--- src/rtl/uart_rx_block.sv ---
// uart_rx_block
//   Receive-side UART front end for the register-map bridge. It turns the
//   asynchronous rx line into 8N1 bytes, sent LSB first. After the last good
//   byte it raises a one-shot block-timeout strobe once the line has stayed
//   idle for TIMEOUT_BITS bit periods.
//
// Ports
//   clk              system clock
//   rst_n            asynchronous, active-low reset
//   rx               serial line, idle high, not synchronised to clk
//   rx_data_out      last good byte; holds until the next good byte
//   rx_data_valid    1-cycle strobe: rx_data_out updated this cycle
//   rx_block_timeout 1-cycle strobe: idle timeout after the last good byte
//   rx_frame_error   1-cycle strobe: stop bit sampled low
//
// Build option
//   UART_RX_MAJORITY_EN  when defined, each start, data and stop sample is
//                        the 2-of-3 majority of rxs around the sample cycle.
//
// State | meaning
// ------+-----------------------------------------------------------
// IDLE  | line idle, waiting for rxs low; runs the idle timeout
// START | waiting half a bit period to confirm the start bit
// DATA  | shifting in 8 data bits, one per bit period
// STOP  | sampling the stop bit
// BREAK | stop bit was low; waiting for the line to return high
`timescale 1ns/1ps
module uart_rx_block #(
  parameter int CLK_FREQ_HZ  = 27_000_000,
  parameter int BAUD_RATE    = 115200,
  parameter int TIMEOUT_BITS = 20
) (
  input  logic       clk,
  input  logic       rst_n,
  input  logic       rx,
  output logic [7:0] rx_data_out,
  output logic       rx_data_valid,
  output logic       rx_block_timeout,
  output logic       rx_frame_error
);

  localparam int DIV    = (CLK_FREQ_HZ + BAUD_RATE/2) / BAUD_RATE;
  localparam int HALF   = DIV / 2;
  localparam int TO_CYC = TIMEOUT_BITS * DIV;
  localparam int BW     = $clog2(DIV);
  localparam int TW     = $clog2(TO_CYC + 1);

  typedef enum logic [2:0] {IDLE, START, DATA, STOP, BREAK} state_t;

  state_t          state_q, state_d;
  logic [BW-1:0]   baud_q, baud_d;
  logic [2:0]      bit_q, bit_d;
  logic [7:0]      shift_q, shift_d;
  logic [7:0]      data_q, data_d;
  logic            valid_q, valid_d;
  logic            ferr_q, ferr_d;
  logic            to_q, to_d;
  logic            armed_q, armed_d;
  logic [TW-1:0]   idle_q, idle_d;
  logic            sync1_q, rxs_q;
  logic            samp;

  always_ff @(posedge clk or negedge rst_n) begin
    if (!rst_n) begin
      sync1_q <= 1'b1;
      rxs_q   <= 1'b1;
    end else begin
      sync1_q <= rx;
      rxs_q   <= sync1_q;
    end
  end

`ifdef UART_RX_MAJORITY_EN
  // sync1_q already holds next cycle's rxs, so the sample+1 term is free and
  // strobe timing does not move.
  logic rxs_d1_q;
  always_ff @(posedge clk or negedge rst_n) begin
    if (!rst_n) rxs_d1_q <= 1'b1;
    else        rxs_d1_q <= rxs_q;
  end
  assign samp = (rxs_d1_q & rxs_q) | (rxs_d1_q & sync1_q) | (rxs_q & sync1_q);
`else
  assign samp = rxs_q;
`endif

  always_ff @(posedge clk or negedge rst_n) begin
    if (!rst_n) begin
      state_q <= IDLE;
      baud_q  <= '0;
      bit_q   <= '0;
      shift_q <= '0;
      data_q  <= '0;
      valid_q <= 1'b0;
      ferr_q  <= 1'b0;
      to_q    <= 1'b0;
      armed_q <= 1'b0;
      idle_q  <= '0;
    end else begin
      state_q <= state_d;
      baud_q  <= baud_d;
      bit_q   <= bit_d;
      shift_q <= shift_d;
      data_q  <= data_d;
      valid_q <= valid_d;
      ferr_q  <= ferr_d;
      to_q    <= to_d;
      armed_q <= armed_d;
      idle_q  <= idle_d;
    end
  end

  always_comb begin
    state_d = state_q;
    baud_d  = baud_q + BW'(1);
    bit_d   = bit_q;
    shift_d = shift_q;
    data_d  = data_q;
    valid_d = 1'b0;
    ferr_d  = 1'b0;
    to_d    = 1'b0;
    armed_d = armed_q;
    idle_d  = idle_q;

    case (state_q)
      IDLE: begin
        baud_d = '0;
        if (!rxs_q) state_d = START;
      end
      START: begin
        if (baud_q == BW'(HALF - 1)) begin
          baud_d = '0;
          bit_d  = '0;
          state_d = samp ? IDLE : DATA;
        end
      end
      DATA: begin
        if (baud_q == BW'(DIV - 1)) begin
          baud_d  = '0;
          shift_d = {samp, shift_q[7:1]};
          if (bit_q == 3'd7) state_d = STOP;
          else               bit_d   = bit_q + 3'd1;
        end
      end
      STOP: begin
        if (baud_q == BW'(DIV - 1)) begin
          baud_d = '0;
          if (samp) begin
            data_d  = shift_q;
            valid_d = 1'b1;
            state_d = IDLE;
          end else begin
            ferr_d  = 1'b1;
            state_d = BREAK;
          end
        end
      end
      BREAK: begin
        baud_d = '0;
        if (rxs_q) state_d = IDLE;
      end
      default: state_d = IDLE;
    endcase

    // A start edge in the same cycle as the terminal count wins: the counter
    // clears and the timeout is dropped, but armed stays for the next idle.
    if (valid_d) begin
      armed_d = 1'b1;
      idle_d  = '0;
    end else if (state_q == IDLE && state_d != IDLE) begin
      idle_d = '0;
    end else if (state_q == IDLE && armed_q) begin
      if (idle_q == TW'(TO_CYC - 1)) begin
        to_d    = 1'b1;
        armed_d = 1'b0;
        idle_d  = '0;
      end else begin
        idle_d = idle_q + TW'(1);
      end
    end
  end

  assign rx_data_out      = data_q;
  assign rx_data_valid    = valid_q;
  assign rx_block_timeout = to_q;
  assign rx_frame_error   = ferr_q;

endmodule

--- config.mk ---
export PLATFORM = sky130hd
export DESIGN_NAME = uart_rx_block
export DESIGN_NICKNAME = d
export VERILOG_FILES = /design/src/rtl/uart_rx_block.sv
export SDC_FILE = /design/constraint.sdc
export NUM_CORES = 1
export LEC_CHECK = 0
export BUFFER_PORTS_ARGS = -buffer_cell sky130_fd_sc_hd__buf_2
export CAP_MARGIN = 20
export CORE_UTILIZATION = 65
export CTS_CLUSTER_SIZE = 12
export DETAILED_ROUTE_END_ITERATION = 8
export MAX_ROUTING_LAYER = met4
export PLACE_DENSITY = 0.9
export SLEW_MARGIN = 20
export SYNTH_ARGS = -nofsm -noshare
export SYNTH_HDL_FRONTEND = slang
export SYNTH_SLANG_ARGS = --single-unit
--- constraint.sdc ---
create_clock -name clk -period 5.25 [get_ports clk]
set_input_delay 0.525 -clock clk [delete_from_list [all_inputs] [get_ports clk]]
set_output_delay 0.525 -clock clk [all_outputs]
set_load 0.1 [all_outputs]
# ---- Word level (Yosys, flattened, before mapping)
# Cells that the tools add are included.
dict set report op_classes {
  add_sub_neg 3
  eq_ne 12
  muxes 34
  reduce_logical 14
}
# operator count
set op_table {}
lappend op_table {{13-bit two-way mux} 4}
lappend op_table {{3-bit two-way mux} 10}
lappend op_table {{8-bit case mux with 3 select lines} 1}
lappend op_table {{8-bit two-way mux} 2}
lappend op_table {{3-bit case mux with 5 select lines} 1}
lappend op_table {{1-bit two-way mux} 14}
lappend op_table {{13-bit by 1-bit adder with 13-bit output (second input constant)} 1}
lappend op_table {{13-bit equality test (second input constant)} 1}
lappend op_table {{8-bit by 1-bit adder with 8-bit output (second input constant)} 1}
lappend op_table {{8-bit by 7-bit equality test with 1-bit output (second input constant)} 1}
lappend op_table {{8-bit equality test (second input constant)} 1}
lappend op_table {{2-bit inequality test (second input constant)} 4}
lappend op_table {{3-bit by 2-bit equality test with 1-bit output (second input constant)} 2}
lappend op_table {{3-bit equality test (second input constant)} 2}
lappend op_table {{3-bit case mux with 2 select lines} 1}
lappend op_table {{3-bit AND reduction} 2}
lappend op_table {{2-bit nonzero test} 3}
lappend op_table {{3-bit nonzero test} 2}
lappend op_table {{4-bit AND reduction} 1}
lappend op_table {{2-bit OR reduction} 2}
lappend op_table {{3-bit by 1-bit adder with 3-bit output (second input constant)} 1}
lappend op_table {{3-bit by 1-bit equality test with 1-bit output (second input constant)} 1}
lappend op_table {{3-bit zero test} 1}
lappend op_table {{1-bit logical AND} 2}
lappend op_table {{2 further kinds} 2}
dict set report totals {
  register_bits 49
  input_bits 3
  out_inout_bits 11
  elab_cells 75
}

# ---- Longest topological paths before layout
# Gate-level depths: netlist of run 1.
dict set report logic_depth {
  ltp_word 8
  depth_mapped 7
  depth_no_buf 6
}

# ---- Worst setup path before layout of run 1
# No wires, ideal clock.
dict set report synth_timing {
  path_type {register to register}
  start {reg state_q[2]}
  end {reg idle_q[4]}
  setup_ps 95
  t_arrival_ps 1608
  t_required_ps 5155
  setup_slack_ps 3547
  path_stages_with_launch 7
  path_buffers 2
  synth_period_minus_slack_ps 1703
  cell_sequence {dfrtp_1 buf_4 or4b_4 buf_6 a31oi_4 o21ai_2 o32ai_2}
}
dict set report synth_via {
  elab_chain_cells 7
  word_cells_on_any_way 19
  classes_between {eq/ne (4); mux (10); reduce/logical (5)}
}
# element line_no
set synth_rtl {}
lappend synth_rtl {{start: declaration} 50} ;# state_t state_q, state_d;
lappend synth_rtl {{start signal: assignment} 99} ;# state_q <= state_d;
lappend synth_rtl {{3-bit two-way mux} 140} ;# if (bit_q == 3'd7) state_d = STOP;
lappend synth_rtl {{3-bit two-way mux} 137} ;# if (baud_q == BW'(DIV - 1)) begin
lappend synth_rtl {{3-bit case mux with 5 select lines} 124} ;# case (state_q)
lappend synth_rtl {{3-bit nonzero test} 169} ;# end else if (state_q == IDLE && state_d != IDLE) begin
lappend synth_rtl {{1-bit logical AND} 169}
lappend synth_rtl {{13-bit two-way mux} 169}
lappend synth_rtl {{13-bit two-way mux} 166} ;# if (valid_d) begin
lappend synth_rtl {{end signal: assignment} 108} ;# idle_q <= idle_d;
lappend synth_rtl {{end: declaration} 59} ;# logic [TW-1:0] idle_q, idle_d;
# Parallel ways exist; a longest one is shown, timed or not.
# A chain may end at the register's enable or synchronous reset.

# ---- Worst setup path after layout of run 1
dict set report layout_timing {
  start {reg state_q[1]}
  end {reg data_q[2] (netlist: rx_data_out[2])}
}
dict set report layout_via {
  elab_chain_cells 2
}
# element line_no
set layout_rtl {}
lappend layout_rtl {{3-bit by 2-bit equality test with 1-bit output} 124}
lappend layout_rtl {{3-bit AND reduction (no source line)} --}
lappend layout_rtl {{end signal: assignment} 103} ;# data_q <= data_d;
lappend layout_rtl {{end: declaration} 54} ;# logic [7:0] data_q, data_d;
# No other way between the ends.

==> impl_metrics.py, run 1 <==
metrics = {
    "outcome": {
        "run_status": "completed",
    },
    "die": {
        "design.core.area_um2": 3660,
        "die_area_um2": 4050,
        "chipWidth_um": 63.6,
        "io_pins": 14,
        "fp-row-count": 22,
        "starting_density_of_the_core_pct": 67.4,
        "die_h_um": 63.6,
    },
    "power": {
        "pwr-share-seq_pct": 61.6,
        "share_clk_of_total_power_pct": 37.0,
        "max-vdd-ir-drop_uv": 194,
        "p_leak_nw": 1.20,
        "net_switching_component_of_the_power_uw": 139,
        "power.density_nw_per_um2": 233,
        "swShare_pct": 22.6,
        "pwr-share-comb_pct": 1.4,
        "internal_power_uw": 477,
    },
    "layout": {
        "seqCellArea_um2": 1230,
        "instances_no_fill": 283,
        "syn_to_final_growth_pct": 7.20,
        "multi_input_comb_area_um2": 1180,
        "insertedDiodeCount": 0,
        "drive_above_1_share_pct": 21.3,
        "filler_cell_count": 272,
        "fin_nets": 243,
        "layout.cell_area.non_filler_um2": 2650,
    },
    "placement": {
        "dpl.cell_count": 275,
        "place_area_um2": 2550,
        "dp_worst_setup_slack_ps": 3160,
        "count_of_input_and_output_buffers": 13,
        "dp_wirelength_mm": 3.20,
        "place_congestion": 0.829,
    },
    "synthesis": {
        "synth_sequential_area_ratio_pct": 49.8,
        "synth-main-ff-cell": "dfrtp_1",
        "post_synth_inst_count": 222,
        "post_synth_instance_area_um2": 2470,
        "netlist.top_cell.by_area": "dfrtp_1",
        "synth_fp_nets": 231,
        "synth_enable_flop_cells": 0,
        "post_synth.cell_area_avg_um2": 11.1,
        "synth_async_sr_flop_share_pct": 100,
        "netlist.area_leader.share_pct": 47.7,
        "cells_taking_the_most_area_after_synthesis": "dfrtp_1, mux2_2, ha_1",
        "yosysUniqueCellTypes": 55,
        "synthesis_warning_total": 0,
        "synth-seq-cells": 49,
    },
    "route": {
        "detailroute.via_count": 1767,
        "drt.antenna.violating_nets": 0,
        "detail_route.vias_per_cell": 6.24,
        "wire_per_inst_um": 16.3,
        "postRouteWirelength_mm": 4.61,
        "drt_first_iter_violations": 112,
        "drt_pre_antenna_iters": 4,
        "post-route-drc-count": 0,
    },
    "critical_path": {
        "critPathCaptureType": "flip-flop",
        "start_kind": "flip-flop",
        "worst_setup_path_endpoint": "rx_data_out[2]",
        "cp_data_arrival_time_ps": 2280,
        "reg_to_reg_setup_timing_slack_ps": 3170,
        "critical_path_class": "flip-flop to flip-flop",
        "worst_path_max_fanout": 15,
        "critPathRequiredTime_ps": 5440,
        "timing.rr.start": "state_q[1]",
        "destination_of_the_worst_register_to_register_timing_path": "rx_data_out[2]",
        "worst_setup_path_startpoint": "state_q[1]",
        "r2r_cells": 3,
    },
    "cts": {
        "clock_latency_at_the_later_pin_of_the_worst_skew_pair_ps": 310,
        "clockRootBuffer": "clkbuf_8",
        "tritoncts": "yes",
        "holdBufCountCts": 0,
        "tritoncts_sink_count": 49,
        "htree_levels": 2,
        "cts.path.max_buffers": 2,
        "cts_inserted_buffers": 5,
        "postCtsResizedCells": 0,
        "clk_pin_slew_ps": 90,
        "postCtsSetupBuffers": 0,
    },
    "global_routing": {
        "grt_max_degree": 50,
        "grt_busiest_layer": "met2",
        "grt_pass1_wl_mm": 8.09,
        "grt_antenna_before_repair": 0,
        "grt.total_usage_pct": 26.9,
        "grt_overflow": 0,
        "use_met2_pct": 44.1,
        "number_of_global_route_vias_before_repair": 1793,
        "grt_use_met3_pct": 4.53,
        "groute.layer.met1.usage_pct": 33.3,
    },
    "sta": {
        "min_period_over_period_pct": 39.6,
        "setup_total_negative_slack_ps": 0,
        "setup_violations": 0,
        "fin_crit_ps": 2080,
        "clock_skew_ps": 5.62,
        "fin_hold_ws_ps": 200,
        "layout_setup_ws_ps": 3170,
        "finalHoldViolations": 0,
        "worst_slew_pin_slew_ps": 735,
        "number_of_pins_with_negative_max_slew_slack_in_the_final_report": 0,
        "grt_setup_unrepaired": "no",
        "achievable-frequency_ghz": 0.480,
        "timing.max_slew.rel_slack_pct": 50.8,
    },
    "worst_hold_path": {
        "path_class_of_the_lowest_slack_min_delay_path": "primary input to async pin",
    },
    "run": {
        "timing.max_cap.violations": 0,
    },
}
==> Yosys cell counts, drive strengths merged, types with 4 or more instances <==
library cell,count
a21oi,14
buf,4
clkbuf,4
dfrtp,47
ha,6
inv,5
mux2,17
nand2,12
nand3,14
nor2,13
nor3,9
nor4,4
o21ai,9
xnor2,5
==> logic make-up after synthesis <==
family / count (synthesis) / synth area share, %
XOR/XNOR: 8 / 2.84
multiplexers: 19 / 8.57
buffers and inverters: 13 / 2.54
AND/OR/NAND/NOR: 79 / 19.1
adder cells (fa/ha/maj): 6 / 3.04
AO/OA/AOI/OAI: 48 / 14.1
flip-flops: 49 / 49.8
==> registers in the layout, indices dropped and copies added (netlist names) <==
register,cells
armed_q,1
baud_q,8
bit_q,3
idle_q,13
rx_block_timeout,1
rx_data_out,8
rx_data_valid,1
rx_frame_error,1
rxs_q,1
shift_q,8
state_q,3
sync1_q,1
==> worst max-delay path, stage by stage (launching register included) <==
cell and delay [ps]:
dfrtp_1 610, nor2b_1 370, nand4_1 520, mux2_2 460
==> cell type report <==
class | count | share of cell area, %
well taps | 48 | 2.27
inverters | 5 | 0.710
multi-input cells | 160 | 44.5
flip-flops and latches | 49 | 46.5
clock buffers | 5 | 2.60
clock inverters | 3 | 0.946
repair buffers | 13 | 2.55
==> power groups by stage <==
stage / clock network (mW) / registers, mW / logic, mW
2_1_floorplan: 0 / 0.386 / 0.00159
3_3_place_gp: 0 / 0.387 / 0.00861
3_5_place_dp: 0 / 0.387 / 0.00893
4_1_cts: 0.233 / 0.380 / 0.00893
5_1_grt: 0.242 / 0.380 / 0.0103
6_report: 0.228 / 0.380 / 0.00840
==> placed cells by master, fill, tap and decap left out, types with 2 or more instances in the layout <==
master     n
nor3_1     9
inv_6      2
buf_2     12
nor4b_1    2
o211a_1    3
nand2_1   12
o211ai_1   3
and4b_1    3
nand4_1    2
nand2b_1   2
ha_1       6
xor2_1     3
o22ai_1    2
nor4_2     2
a21oi_1   14
dfstp_2    2
o21a_1     2
nand4b_1   2
nand3_1   14
clkbuf_8   5
mux2_2    17
nor2b_1    2
or3_1      3
mux2i_1    2
a31oi_1    2
a32oi_1    2
nor4_1     2
xnor2_1    5
a22o_1     2
inv_1      5
and2_1     2
o21ai_0    7
nor2_1    12
dfrtp_1   47
nor3b_1    2
==> metal layers <==
layer | vias up | part of all wire, %
met5 | - | 0
met4 | 0 | 1.6
met3 | 9 | 2.4
met2 | 26 | 49
met1 | 880 | 47
li1 | 852 | -
==> how the worst min path moves through the flow <==
stage	slack [ps]	cells past startpoint	to
4_1_cts	310	1	sync1_q
6_report	200	1	idle_q[5]
3_3_place_gp	350	0	rxs_q
3_5_place_dp	350	0	rxs_q
5_1_grt	280	1	idle_q[10]
2_1_floorplan	230	0	armed_q
==> stage by stage <==
stage / utilization, % / power, mW
after floorplan: - / 0.388
after global placement: 69.6 / 0.396
after detailed placement: 69.6 / 0.396
after CTS: 72.2 / 0.622
after global routing: 72.2 / 0.632
final: 72.2 / 0.616
Power figures use the tool's default switching activity.
==> run 2: changes to the inputs <==
CORE_UTILIZATION = 60   (was 65)
PLACE_DENSITY = 0.85   (was 0.9)
clock period = 2.1 ns   (was 5.25 ns; I/O delays follow)
==> run 2 against run 1 <==
  * Clock skew increased by 2.1 ps
  * Critical path depth increased by 3
  * Die area increased by 8.1%
  * Core utilization increased by 0.71 points
  * Worst setup slack got worse by 3000 ps
  * Final cell count increased by 4.6%
  * Total power increased to 2.7 times the previous value
  * Clock-buffer cell count increased by 1
  * Combinational power increased to 3.2 times the previous value
  * Critical path type unchanged
  * Highest routed layer unchanged
==> impl_metrics.py, run 2 (same netlist as run 1, synthesis figures left out) <==
metrics = {
    "outcome": {
        "run_status": "completed",
    },
    "die": {
        "chipWidth_um": 66.1,
        "fp-row-count": 22,
        "die_h_um": 66.1,
        "die_area_um2": 4370,
        "design.core.area_um2": 3800,
        "io_pins": 14,
        "starting_density_of_the_core_pct": 65.0,
    },
    "global_routing": {
        "grt_antenna_before_repair": 0,
        "grt_max_degree": 25,
        "grt_pass1_wl_mm": 8.43,
        "grt.total_usage_pct": 26.7,
        "number_of_global_route_vias_before_repair": 1801,
        "grt_overflow": 0,
    },
    "route": {
        "drt_first_iter_violations": 179,
        "post-route-drc-count": 0,
        "detailroute.via_count": 1853,
        "drt_pre_antenna_iters": 4,
        "postRouteWirelength_mm": 4.94,
        "detail_route.vias_per_cell": 6.26,
        "wire_per_inst_um": 16.7,
        "drt.antenna.violating_nets": 0,
    },
    "layout": {
        "fin_nets": 256,
        "insertedDiodeCount": 0,
        "filler_cell_count": 265,
        "drive_above_1_share_pct": 24.6,
        "layout.cells.most_common_list": "dfrtp_1, mux2_2, a21oi_1, nand3_1, buf_2",
        "layout.cell_area.non_filler_um2": 2770,
        "layout_commonest_cell": "dfrtp_1",
        "syn_to_final_growth_pct": 12.3,
        "largest_register_ff_count": 13,
        "registers.top_by_ff_count": "idle_q",
        "instances_no_fill": 296,
    },
    "sta": {
        "clock_skew_ps": 7.69,
        "setup_total_negative_slack_ps": 0,
        "achievable-frequency_ghz": 0.513,
        "grt_setup_unrepaired": "no",
        "fin_crit_ps": 1950,
        "fin_hold_ws_ps": 360,
        "timing.max_slew.rel_slack_pct": 53.4,
        "min_period_over_period_pct": 92.8,
        "worst_slew_pin_slew_ps": 689,
        "setup_violations": 0,
        "finalHoldViolations": 0,
        "number_of_pins_with_negative_max_slew_slack_in_the_final_report": 0,
    },
    "critical_path": {
        "cp_data_arrival_time_ps": 2170,
        "critPathRequiredTime_ps": 2320,
        "worst_path_max_fanout": 8,
        "critPathCaptureType": "flip-flop",
        "start_kind": "flip-flop",
        "critical_path_class": "flip-flop to flip-flop",
    },
    "cts": {
        "htree_levels": 2,
        "cts.path.max_buffers": 2,
        "postCtsSetupBuffers": 0,
        "clockRootBuffer": "clkbuf_8",
        "tritoncts_sink_count": 49,
        "clock_latency_at_the_later_pin_of_the_worst_skew_pair_ps": 310,
        "clk_pin_slew_ps": 90,
        "tritoncts": "yes",
        "cts_inserted_buffers": 5,
    },
    "power": {
        "internal_power_mw": 1.34,
        "net_switching_component_of_the_power_uw": 334,
        "share_clk_of_total_power_pct": 41.7,
        "pnr_total_power_mw": 1.67,
        "pwr-share-comb_pct": 1.6,
        "power.density_nw_per_um2": 604,
        "swShare_pct": 19.9,
        "p_leak_nw": 1.28,
        "max-vdd-ir-drop_uv": 651,
        "pwr-share-seq_pct": 56.7,
    },
    "placement": {
        "place_area_um2": 2630,
        "dpl.cell_count": 286,
        "count_of_input_and_output_buffers": 13,
        "dp_wirelength_mm": 3.34,
        "place_congestion": 0.861,
    },
    "worst_hold_path": {
        "path_class_of_the_lowest_slack_min_delay_path": "flip-flop to flip-flop",
    },
    "run": {
        "timing.max_cap.violations": 0,
    },
}
## run 2: cell count changes in the layout (fill, tap and decap cells not counted), sizes merged
cell	previous run	this run
buf	13	24
dlygate4sd3	0	2
inv	7	5
bufinv	0	1
clkbuf	5	6
## run 2: layout make-up
type	count	area, µm²	area share (%)
sequential	49	1230	44.3
clock buffer	6	82.6	2.98
clock inverter	2	37.5	1.35
multi-input combinational	160	1180	42.4
timing repair buffer	26	168	6.05
tap	48	60.1	2.17
inverter	5	18.8	0.677
## run 2: through the flow
stage          setup WS, ps  util [%]
6_report                152      73.0
5_1_grt                2.85      73.0
4_1_cts                 160      73.0
3_5_place_dp            233      69.3
3_3_place_gp            260      69.3
2_1_floorplan           397         -
## run 2: worst paths after layout
check,startpoint,to,slack [ps],cells past startpoint
max,baud_q[0],idle_q[9],150,6
min,sync1_q,rxs_q,360,0
max reg2reg,baud_q[0],idle_q[9],150,6
min reg2reg,sync1_q,rxs_q,360,0
max in group asynchronous,rst_n,shift_q[0],1080,3
min in group asynchronous,rst_n,rx_data_out[2],410,2
## run 2: power by group through the flow
| stage | logic (mW) | clock network, mW | registers, mW |
|---|---|---|---|
| finish | 0.0272 | 0.698 | 0.949 |
| global route | 0.0320 | 0.744 | 0.950 |
| CTS | 0.0283 | 0.704 | 0.949 |
| detailed placement | 0.0254 | 0 | 0.968 |
| global placement | 0.0241 | 0 | 0.968 |
| floorplan | 0.00398 | 0 | 0.965 |
## run 2: worst max-delay path: stages (launching register included)
cell and delay, ps:
dfrtp_1 460, ha_1 260, and4b_1 220, a41oi_2 430
nor2_1 150, buf_4 190, a211oi_1 170
## run 2: routing by layer
metal	global-route usage, %	part of all wire, %	up-vias
met5	-	0	-
met4	9.04	1.5	0
met3	5.69	4.7	9
met2	41.5	48	56
met1	35.0	46	909
li1	-	-	879
## run 2: repair_timing
item	CTS	global route
gates resized for setup	0	0
endpoints found under the hold margin	21	0
hold buffers	2	0
